--- src/rtl/median_pkg.sv ---
// median_pkg: shared image geometry, window size and reader state encoding for the median filter datapath
package median_pkg;
    localparam int DATA_WIDTH = 8;
    localparam int IMG_W      = 256;
    localparam int IMG_H      = 256;
    localparam int WIN_TAPS   = 9;
    typedef enum logic [1:0] {IDLE, RUN, DRAIN} state_t;
endpackage

--- src/rtl/window_3x3_reader_if.sv ---
// window_3x3_reader_if: FIFO pop port and window valid/ready stream of the 3x3 window reader
interface window_3x3_reader_if #(
    parameter int DATA_WIDTH = median_pkg::DATA_WIDTH
);
    logic                                      fifo_en;
    logic                                      fifo_push_pop;
    logic [DATA_WIDTH-1:0]                     fifo_data;
    logic                                      fifo_empty;
    logic                                      win_valid;
    logic                                      win_ready;
    logic [median_pkg::WIN_TAPS*DATA_WIDTH-1:0] win_out;
    modport master (
        output fifo_en, fifo_push_pop, win_valid, win_out,
        input  fifo_data, fifo_empty, win_ready
    );
    modport slave (
        input  fifo_en, fifo_push_pop, win_valid, win_out,
        output fifo_data, fifo_empty, win_ready
    );
endinterface

--- src/rtl/line_buffer.sv ---
// line_buffer: one image row of pixels, combinational read and synchronous write at a shared address
module line_buffer
    import median_pkg::*;
#(
    parameter int DEPTH = IMG_W,
    parameter int WIDTH = DATA_WIDTH
) (
    input  logic                     clk,
    input  logic                     we_i,
    input  logic [$clog2(DEPTH)-1:0] addr_i,
    input  logic [WIDTH-1:0]         wdata_i,
    output logic [WIDTH-1:0]         rdata_o
);
    logic [WIDTH-1:0] mem_q [DEPTH];
    // Overwrite the column entry with the pixel arriving for that column
    always_ff @(posedge clk) begin
        if (we_i) mem_q[addr_i] <= wdata_i;
    end
    assign rdata_o = mem_q[addr_i];
endmodule

--- src/rtl/window_3x3_reader.sv ---
// window_3x3_reader: drains a frame from the pixel FIFO and streams the 3x3 neighbourhood of every interior pixel
module window_3x3_reader
    import median_pkg::*;
#(
    parameter int DATA_WIDTH = median_pkg::DATA_WIDTH,
    parameter int IMG_W      = median_pkg::IMG_W,
    parameter int IMG_H      = median_pkg::IMG_H
) (
    input  logic                clk,
    input  logic                reset,
    input  logic                start,
    output logic                busy,
    output logic                done,
    window_3x3_reader_if.master bus
);
    localparam int RW = $clog2(IMG_H);
    localparam int CW = $clog2(IMG_W);
    localparam logic [RW-1:0] ROW_LAST  = RW'(IMG_H - 1);
    localparam logic [CW-1:0] COL_LAST  = CW'(IMG_W - 1);
    localparam logic [RW-1:0] ROW_FIRST = RW'(2);
    localparam logic [CW-1:0] COL_FIRST = CW'(2);

    state_t                           state_q, state_d;
    logic [RW-1:0]                    row_q, row_d;
    logic [CW-1:0]                    col_q, col_d;
    logic                             win_valid_q, win_valid_d;
    logic [WIN_TAPS*DATA_WIDTH-1:0]   win_q, win_d;
    logic                             done_q, done_d;
    logic                             pop, last_pix, col_wrap;
    logic [DATA_WIDTH-1:0]            lb0_rd, lb1_rd;

    // A pop needs data and room: the window register is free or being accepted this cycle
    assign pop      = (state_q == RUN) && !bus.fifo_empty && (!win_valid_q || bus.win_ready);
    assign col_wrap = col_q == COL_LAST;
    assign last_pix = (row_q == ROW_LAST) && col_wrap;

    line_buffer #(.DEPTH(IMG_W), .WIDTH(DATA_WIDTH)) lb0 (
        .clk     (clk),
        .we_i    (pop),
        .addr_i  (col_q),
        .wdata_i (bus.fifo_data),
        .rdata_o (lb0_rd)
    );

    line_buffer #(.DEPTH(IMG_W), .WIDTH(DATA_WIDTH)) lb1 (
        .clk     (clk),
        .we_i    (pop),
        .addr_i  (col_q),
        .wdata_i (lb0_rd),
        .rdata_o (lb1_rd)
    );

    // Next state: frame sequencing, raster counters and the sliding window
    always_comb begin
        state_d     = state_q;
        row_d       = row_q;
        col_d       = col_q;
        win_valid_d = win_valid_q;
        win_d       = win_q;
        done_d      = 1'b0;
        case (state_q)
            IDLE: begin
                if (start) begin
                    state_d = RUN;
                    row_d   = '0;
                    col_d   = '0;
                end
            end
            RUN:     state_d = (pop && last_pix) ? DRAIN : RUN;
            DRAIN: begin
                if (win_valid_q && bus.win_ready) begin
                    state_d = IDLE;
                    done_d  = 1'b1;
                end
            end
            default: state_d = IDLE;
        endcase
        if (pop) begin
            col_d       = col_wrap ? '0 : col_q + 1'b1;
            row_d       = last_pix ? '0 : (col_wrap ? row_q + 1'b1 : row_q);
            win_valid_d = (row_q >= ROW_FIRST) && (col_q >= COL_FIRST);
            for (int r = 0; r < 3; r++) begin
                win_d[(3*r)*DATA_WIDTH +: DATA_WIDTH]   = win_q[(3*r+1)*DATA_WIDTH +: DATA_WIDTH];
                win_d[(3*r+1)*DATA_WIDTH +: DATA_WIDTH] = win_q[(3*r+2)*DATA_WIDTH +: DATA_WIDTH];
            end
            win_d[2*DATA_WIDTH +: DATA_WIDTH] = lb1_rd;
            win_d[5*DATA_WIDTH +: DATA_WIDTH] = lb0_rd;
            win_d[8*DATA_WIDTH +: DATA_WIDTH] = bus.fifo_data;
        end else if (bus.win_ready) begin
            win_valid_d = 1'b0;
        end
    end

    // State register with synchronous reset to an idle, empty reader
    always_ff @(posedge clk) begin
        if (reset) begin
            state_q     <= IDLE;
            row_q       <= '0;
            col_q       <= '0;
            win_valid_q <= 1'b0;
            win_q       <= '0;
            done_q      <= 1'b0;
        end else begin
            state_q     <= state_d;
            row_q       <= row_d;
            col_q       <= col_d;
            win_valid_q <= win_valid_d;
            win_q       <= win_d;
            done_q      <= done_d;
        end
    end

    assign bus.fifo_en       = pop;
    assign bus.fifo_push_pop = 1'b0;
    assign bus.win_valid     = win_valid_q;
    assign bus.win_out       = win_q;
    assign busy              = state_q != IDLE;
    assign done              = done_q;
endmodule

--- src/flat_wrapper.sv ---
// flat-port wrapper written by rule: the top's interface ports become plain ports
module window_3x3_reader_flat import median_pkg::*;
#(
    parameter int DATA_WIDTH = median_pkg::DATA_WIDTH,
    parameter int IMG_W      = median_pkg::IMG_W,
    parameter int IMG_H      = median_pkg::IMG_H
)
  (clk, reset, start, busy, done, bus_fifo_en, bus_fifo_push_pop, bus_win_valid, bus_win_out, bus_fifo_data, bus_fifo_empty, bus_win_ready);
  window_3x3_reader_if #(.DATA_WIDTH(DATA_WIDTH)) bus_i ();
  input  logic clk;
  input  logic reset;
  input  logic start;
  output logic busy;
  output logic done;
  output wire logic [$bits(bus_i.fifo_en)-1:0] bus_fifo_en;
  output wire logic [$bits(bus_i.fifo_push_pop)-1:0] bus_fifo_push_pop;
  output wire logic [$bits(bus_i.win_valid)-1:0] bus_win_valid;
  output wire logic [$bits(bus_i.win_out)-1:0] bus_win_out;
  input wire logic [$bits(bus_i.fifo_data)-1:0] bus_fifo_data;
  input wire logic [$bits(bus_i.fifo_empty)-1:0] bus_fifo_empty;
  input wire logic [$bits(bus_i.win_ready)-1:0] bus_win_ready;
  assign bus_fifo_en = bus_i.fifo_en;
  assign bus_fifo_push_pop = bus_i.fifo_push_pop;
  assign bus_win_valid = bus_i.win_valid;
  assign bus_win_out = bus_i.win_out;
  assign bus_i.fifo_data = bus_fifo_data;
  assign bus_i.fifo_empty = bus_fifo_empty;
  assign bus_i.win_ready = bus_win_ready;
  window_3x3_reader #(.DATA_WIDTH(DATA_WIDTH), .IMG_W(IMG_W), .IMG_H(IMG_H)) u_core (.clk(clk), .reset(reset), .start(start), .busy(busy), .done(done), .bus(bus_i));
endmodule
--- config.mk ---
export PLATFORM = sky130hd
export DESIGN_NAME = window_3x3_reader_flat
export DESIGN_NICKNAME = d
export VERILOG_FILES = /design/src/rtl/median_pkg.sv /design/src/rtl/window_3x3_reader_if.sv /design/src/rtl/line_buffer.sv /design/src/rtl/window_3x3_reader.sv /design/src/flat_wrapper.sv
export SDC_FILE = /design/constraint.sdc
export NUM_CORES = 2
export LEC_CHECK = 0
export BUFFER_PORTS_ARGS = -buffer_cell sky130_fd_sc_hd__clkbuf_2
export CAP_MARGIN = 30
export CORE_MARGIN = 4
export CORE_UTILIZATION = 30
export DETAILED_ROUTE_END_ITERATION = 8
export GPL_ROUTABILITY_DRIVEN = 0
export SYNTH_ARGS = -nofsm -noshare
export SYNTH_HDL_FRONTEND = slang
export SYNTH_HIERARCHICAL = 1
export SYNTH_SLANG_ARGS = --single-unit
--- constraint.sdc ---
create_clock -name clk -period 11.23 [get_ports clk]
set_clock_uncertainty 0.15 [all_clocks]
set_input_delay 1.123 -clock clk [delete_from_list [all_inputs] [get_ports clk]]
set_output_delay 1.123 -clock clk [all_outputs]
set_load 0.005 [all_outputs]
Word-level counts from Yosys, hierarchy flattened:

Memory sizes are Yosys's and may differ from the RTL's. A register that Yosys moved wholly into a read port is not among the register bits.
Cells that the tools add are included.

* flip-flop bits (word level): 92
* RAM bits: 4096
* output and inout port bits: 77
* logic and storage cells: 56
* memories kept: 2
* bits of input ports: 13

Memory list
* u_core.lb0.mem_q: words 256, bits a word 8, read ports 1, clocked after memory_dff 1, write ports 1, line line_buffer.sv:14 `logic [WIDTH-1:0] mem_q [DEPTH];`
* u_core.lb1.mem_q: words 256, bits a word 8, read ports 1, clocked after memory_dff 1, write ports 1, line line_buffer.sv:14

* equal/unequal tests: 7
* bitwise operators: 1
* reductions and logical operators: 18
* order comparisons: 2
* add/subtract/negate cells: 2
* multiplexer cells: 18

Operators by type and width (count)
* $mux 8: 9
* $add 8x1->8 const B: 2
* $eq 8x8->1 const B: 2
* $ge 8x2->1 const B: 2
* $reduce_bool 2->1: 4
* $logic_and 1x1->1: 6
* $mux 2: 3
* $pmux 2 s3: 1
* $mux 1: 5
* $reduce_and 2->1: 2
* $ne 3x3->1 const B: 1
* $reduce_and 3->1: 1
* $eq 2x1->1 const B: 1
* $eq 2x2->1 const B: 1
* $logic_not 1->1: 2
* $logic_not 2->1: 1
* $ne 2x1->1 const B: 1
* $ne 2x2->1 const B: 1
* $reduce_or 2->1: 1
* $logic_or 1x1->1: 1
* $not 1->1: 1

Depth between registers and ports, before layout:

* depth in word-level cells: 7
* mapped depth: 11
* depth with buffers taken out: 7

Cells and area by module:

Netlist, hierarchy kept.

Modules (own cells, without submodules)
* line_buffer: times used 2, sequential area each 61499.0 um^2, area an instance 78332.6 um^2, cells each 3539
* window_3x3_reader: times used 1, sequential area each 1841.8 um^2, area an instance 3500.9 um^2, cells each 444

Worst setup path after synthesis:

No wires, ideal clock.

* path type: flip-flop to flip-flop
* start point: register u_core/col_q[0] (netlist name)
* end point: memory u_core/lb1/mem_q[0][0] (netlist bit) (data pin)
* setup slack: 3329 ps
* stages on the path, launching flop included: 9
* buffers on the path: 3
* setup time: 1796 ps
* required time: 9284 ps
* clock period less this slack: 7901 ps
* arrival time: 5954 ps
* cell sequence: dfxtp_1 -> buf_2 -> buf_2 -> buf_2 -> mux4_2 -> a22oi_1 -> a21oi_1 -> o41ai_1 -> nand4_1

RTL lines (line)
* end: declaration: line_buffer.sv:14

==> results.sh <==
export IMPL_run_status="complete, no violations"
export IMPL_layout_cells_sized_above_1=0.243
export IMPL_fill_cells=49000
export IMPL_syn_mean_instance_area_um2=21.3
export IMPL_netlist_area_um2=160000
export IMPL_cts_buffers_inserted=394
export IMPL_finalHoldViolCount=0
export IMPL_setup_repair_after_global_routing_missed_its_margin="no"
export IMPL_cts_hold_buf=0
export IMPL_clock_tree_root_cell="clkbuf_16"
export IMPL_ir_drop_worst_vdd_mv=0.133
export IMPL_syn_inst=7522
export IMPL_clock_sinks=4188
export IMPL_critical_path_peak_fanout=96
export IMPL_route_final_wire_length_mm=392
export IMPL_setup_tns_ns=0
export IMPL_drv_slew=0
export IMPL_via_per_inst=5.17
export IMPL_clock_power_share=0.424
export IMPL_hold_worst_slack_ns=0.308
export IMPL_cell_internal_pwr_mw=25.1
export IMPL_synth_ff_latch_count=4188
export IMPL_fp_coreArea_um2=532000
export IMPL_synth_most_common_cell="edfxtp_1"
export IMPL_timing_max_slew_rel_slack=0.155
export IMPL_hpwlAfterDp_mm=224
export IMPL_yosys_warnings=6
export IMPL_timing_critical_path_to_type="flip-flop"
export IMPL_maxCapViolations=0
export IMPL_chipWidth_um=739
export IMPL_design_die_area_um2=546000
export IMPL_detailed_place_area_um2=169000
export IMPL_tightest_slew_ns=1.27
export IMPL_reg_area_um2=125000
export IMPL_place_port_buffers=88
export IMPL_fmaxAchievable_mhz=140
export IMPL_share_of_the_core_filled_with_cells_in_the_final_layout=0.343
export IMPL_num_nets_final=7780
export IMPL_critical_path_class="reg2reg"
export IMPL_finalSetupViolations=0
export IMPL_synth_top_cells_by_area="edfxtp_1, mux4_2, a22oi_1, dfxtp_1, nor2_1"
export IMPL_combPwrFrac=0.027
export IMPL_setup_worst_path_start_class="flip-flop"
export IMPL_min_period_ns=7.13
export IMPL_clk_pin_slew_worst_paths_ns=0.06
export IMPL_synth_distinct_cells=43
export IMPL_p_sw_frac=0.200
export IMPL_grt_ovfl_total=0
export IMPL_global_route_usage_total=0.139
export IMPL_worst_endpoint_required_ns=11.61
export IMPL_num_io_pins=90
export IMPL_clock_path_buffers=4
export IMPL_clkLatencyLatePin_ns=0.94
export IMPL_grt_first_pass_wirelength_mm=572
export IMPL_area_taken_by_multi_input_logic_gates_um2=33200
export IMPL_post_cts_resize_count=0
export IMPL_grt_start_max_net_pins=257
export IMPL_drtIter0Drc=8765
export IMPL_critical_path_arrival_ns=7.51
export IMPL_ant_nets_after_route=0
export IMPL_p_sw_mw=6.28
export IMPL_initial_utilization=0.301
export IMPL_p_per_area_nw_per_um2=172
export IMPL_grt_antenna_before_repair=3
export IMPL_cts_setup_buffers=0
export IMPL_ys_seq_area_frac=0.779
export IMPL_num_vias=78200
export IMPL_route_detailed_drc=0
export IMPL_synth_net_count=7539
export IMPL_synthDominantAreaCellType="edfxtp_1"
export IMPL_layout_area_overhead_vs_synth_pct=13.9
export IMPL_die_height_um=739
export IMPL_postSynth_topFlopCell="edfxtp_1"
export IMPL_grt_pass1_vias=79600
export IMPL_synth_edf_count=4096
export IMPL_pwr_share_seq=0.549
export IMPL_async_flop_share=0
export IMPL_holdCritPathClass="reg2reg"
export IMPL_synth_common_cells="edfxtp_1, mux4_2, a22oi_1"
export IMPL_rows=268
export IMPL_cts_htree_levels=5
export IMPL_detailed_routing_iterations_pass_1=7
export IMPL_cellLeakagePower_nw=53.3
export IMPL_tritoncts="yes"
export IMPL_synth_top_area_frac=0.768
export IMPL_routedWlPerCell_um=26.0
export IMPL_min_period_over_period=0.635
export IMPL_postLayoutCellArea_um2=182000
-- per-stage QoR --
step                total power, mW  std cells  worst slack [ns]
floorplan                      18.1       7522              3.33
global placement               18.4      14300              4.16
detailed placement             18.4      14400              3.97
CTS                            31.6      15100              3.99
global route                   32.3      15100              3.77
finish                         31.3      15100              4.10
-- critical path, cell delays in order, from the launching register on --
cell     delay [ns]
dfxtp_4        0.77
buf_12         0.63
buf_12         0.58
mux4_2         0.60
a22oi_1        0.27
a21oi_1        0.20
o41ai_1        0.96
nand4_1        0.62
buf_4          0.59
buf_4          0.49
buf_4          0.51
-- power by group through the flow --
stage	clock network, mW	registers [mW]	logic (mW)
6_report	13.3	17.2	0.848
5_1_grt	14.2	17.2	0.915
4_1_cts	13.6	17.2	0.857
3_5_place_dp	0	17.5	0.857
3_3_place_gp	0	17.5	0.823
2_1_floorplan	0	17.6	0.510
-- cells in the final DEF, fill, tap and decap left out, types with 68 or more instances in the layout --
cell | netlist | final
a21oi_1 | 342 | 342
a22oi_1 | 512 | 512
buf_4 | 33 | 193
clkbuf_1 | 306 | 94
clkbuf_16 | 0 | 399
clkbuf_2 | 0 | 79
clkinv_1 | 0 | 71
clkinv_2 | 1 | 68
dfxtp_1 | 92 | 89
edfxtp_1 | 4096 | 4096
mux4_2 | 1024 | 1024
nand2_1 | 211 | 201
nor2_1 | 475 | 473
-- routing by layer --
| metal | vias up | wire [µm] | global-route usage | part of all wire |
|---|---|---|---|---|
| met1 | 42300 | 161000 | 0.192 | 0.41 |
| met4 | 2 | 11300 | 0.0395 | 0.029 |
| met2 | 3218 | 191000 | 0.226 | 0.49 |
| met5 | - | 13 | 0 | 0.000033 |
| met3 | 597 | 29600 | 0.0236 | 0.075 |
| li1 | 32100 | - | - | - |
-- sequential cells by signal, indices dropped and copies added (netlist names) --
register and count:
u_core/done 1, u_core/lb1/mem_q 2048, u_core/row_q 8, u_core/state_q 2, u_core/bus.win_out 72, u_core/col_q 8, u_core/lb0/mem_q 2048, u_core/bus.win_valid 1
-- kinds of logic (layout without fill, tap and decap cells) --
family / Yosys count / in the layout / synth area share
and+or+nand+nor: 868 / 868 / 0.0226
other: 1 / 6 / 0.0000234
muxes: 1024 / 1024 / 0.144
AOI/OAI and AO/OA: 936 / 936 / 0.0390
DFF: 4188 / 4188 / 0.779
adders and majority gates: 4 / 4 / 0.000312
buffers and inverters: 500 / 1062 / 0.0147
xor gates and xnor gates: 1 / 1 / 0.0000547
-- path summary, 6_finish.rpt --
check / cells past startpoint / slack [ns] / startpoint / endpoint
setup / recovery: 10 / 4.10 / u_core/col_q[0]$_SDFFE_PP0P_ / u_core/lb1/mem_q[127][1]$_DFFE_PP_
hold / removal: 2 / 0.31 / u_core/bus.win_out[1]$_SDFFE_PP0P_ / u_core/bus.win_out[1]$_SDFFE_PP0P_
setup reg to reg: 10 / 4.10 / u_core/col_q[0]$_SDFFE_PP0P_ / u_core/lb1/mem_q[127][1]$_DFFE_PP_
hold reg to reg: 2 / 0.31 / u_core/bus.win_out[1]$_SDFFE_PP0P_ / u_core/bus.win_out[1]$_SDFFE_PP0P_
-- area by class of cell --
| type | count | share of cell area |
|---|---|---|
| flip-flops and latches | 4188 | 0.684 |
| clock inverters | 214 | 0.0126 |
| repair buffers | 338 | 0.0154 |
| diodes | 5 | 0.0000686 |
| well taps | 7020 | 0.0481 |
| clock buffers | 503 | 0.0574 |
| inverters | 7 | 0.000158 |
| multi-input cells | 2834 | 0.182 |
Note: power is estimated with default switching activity, not from simulation.
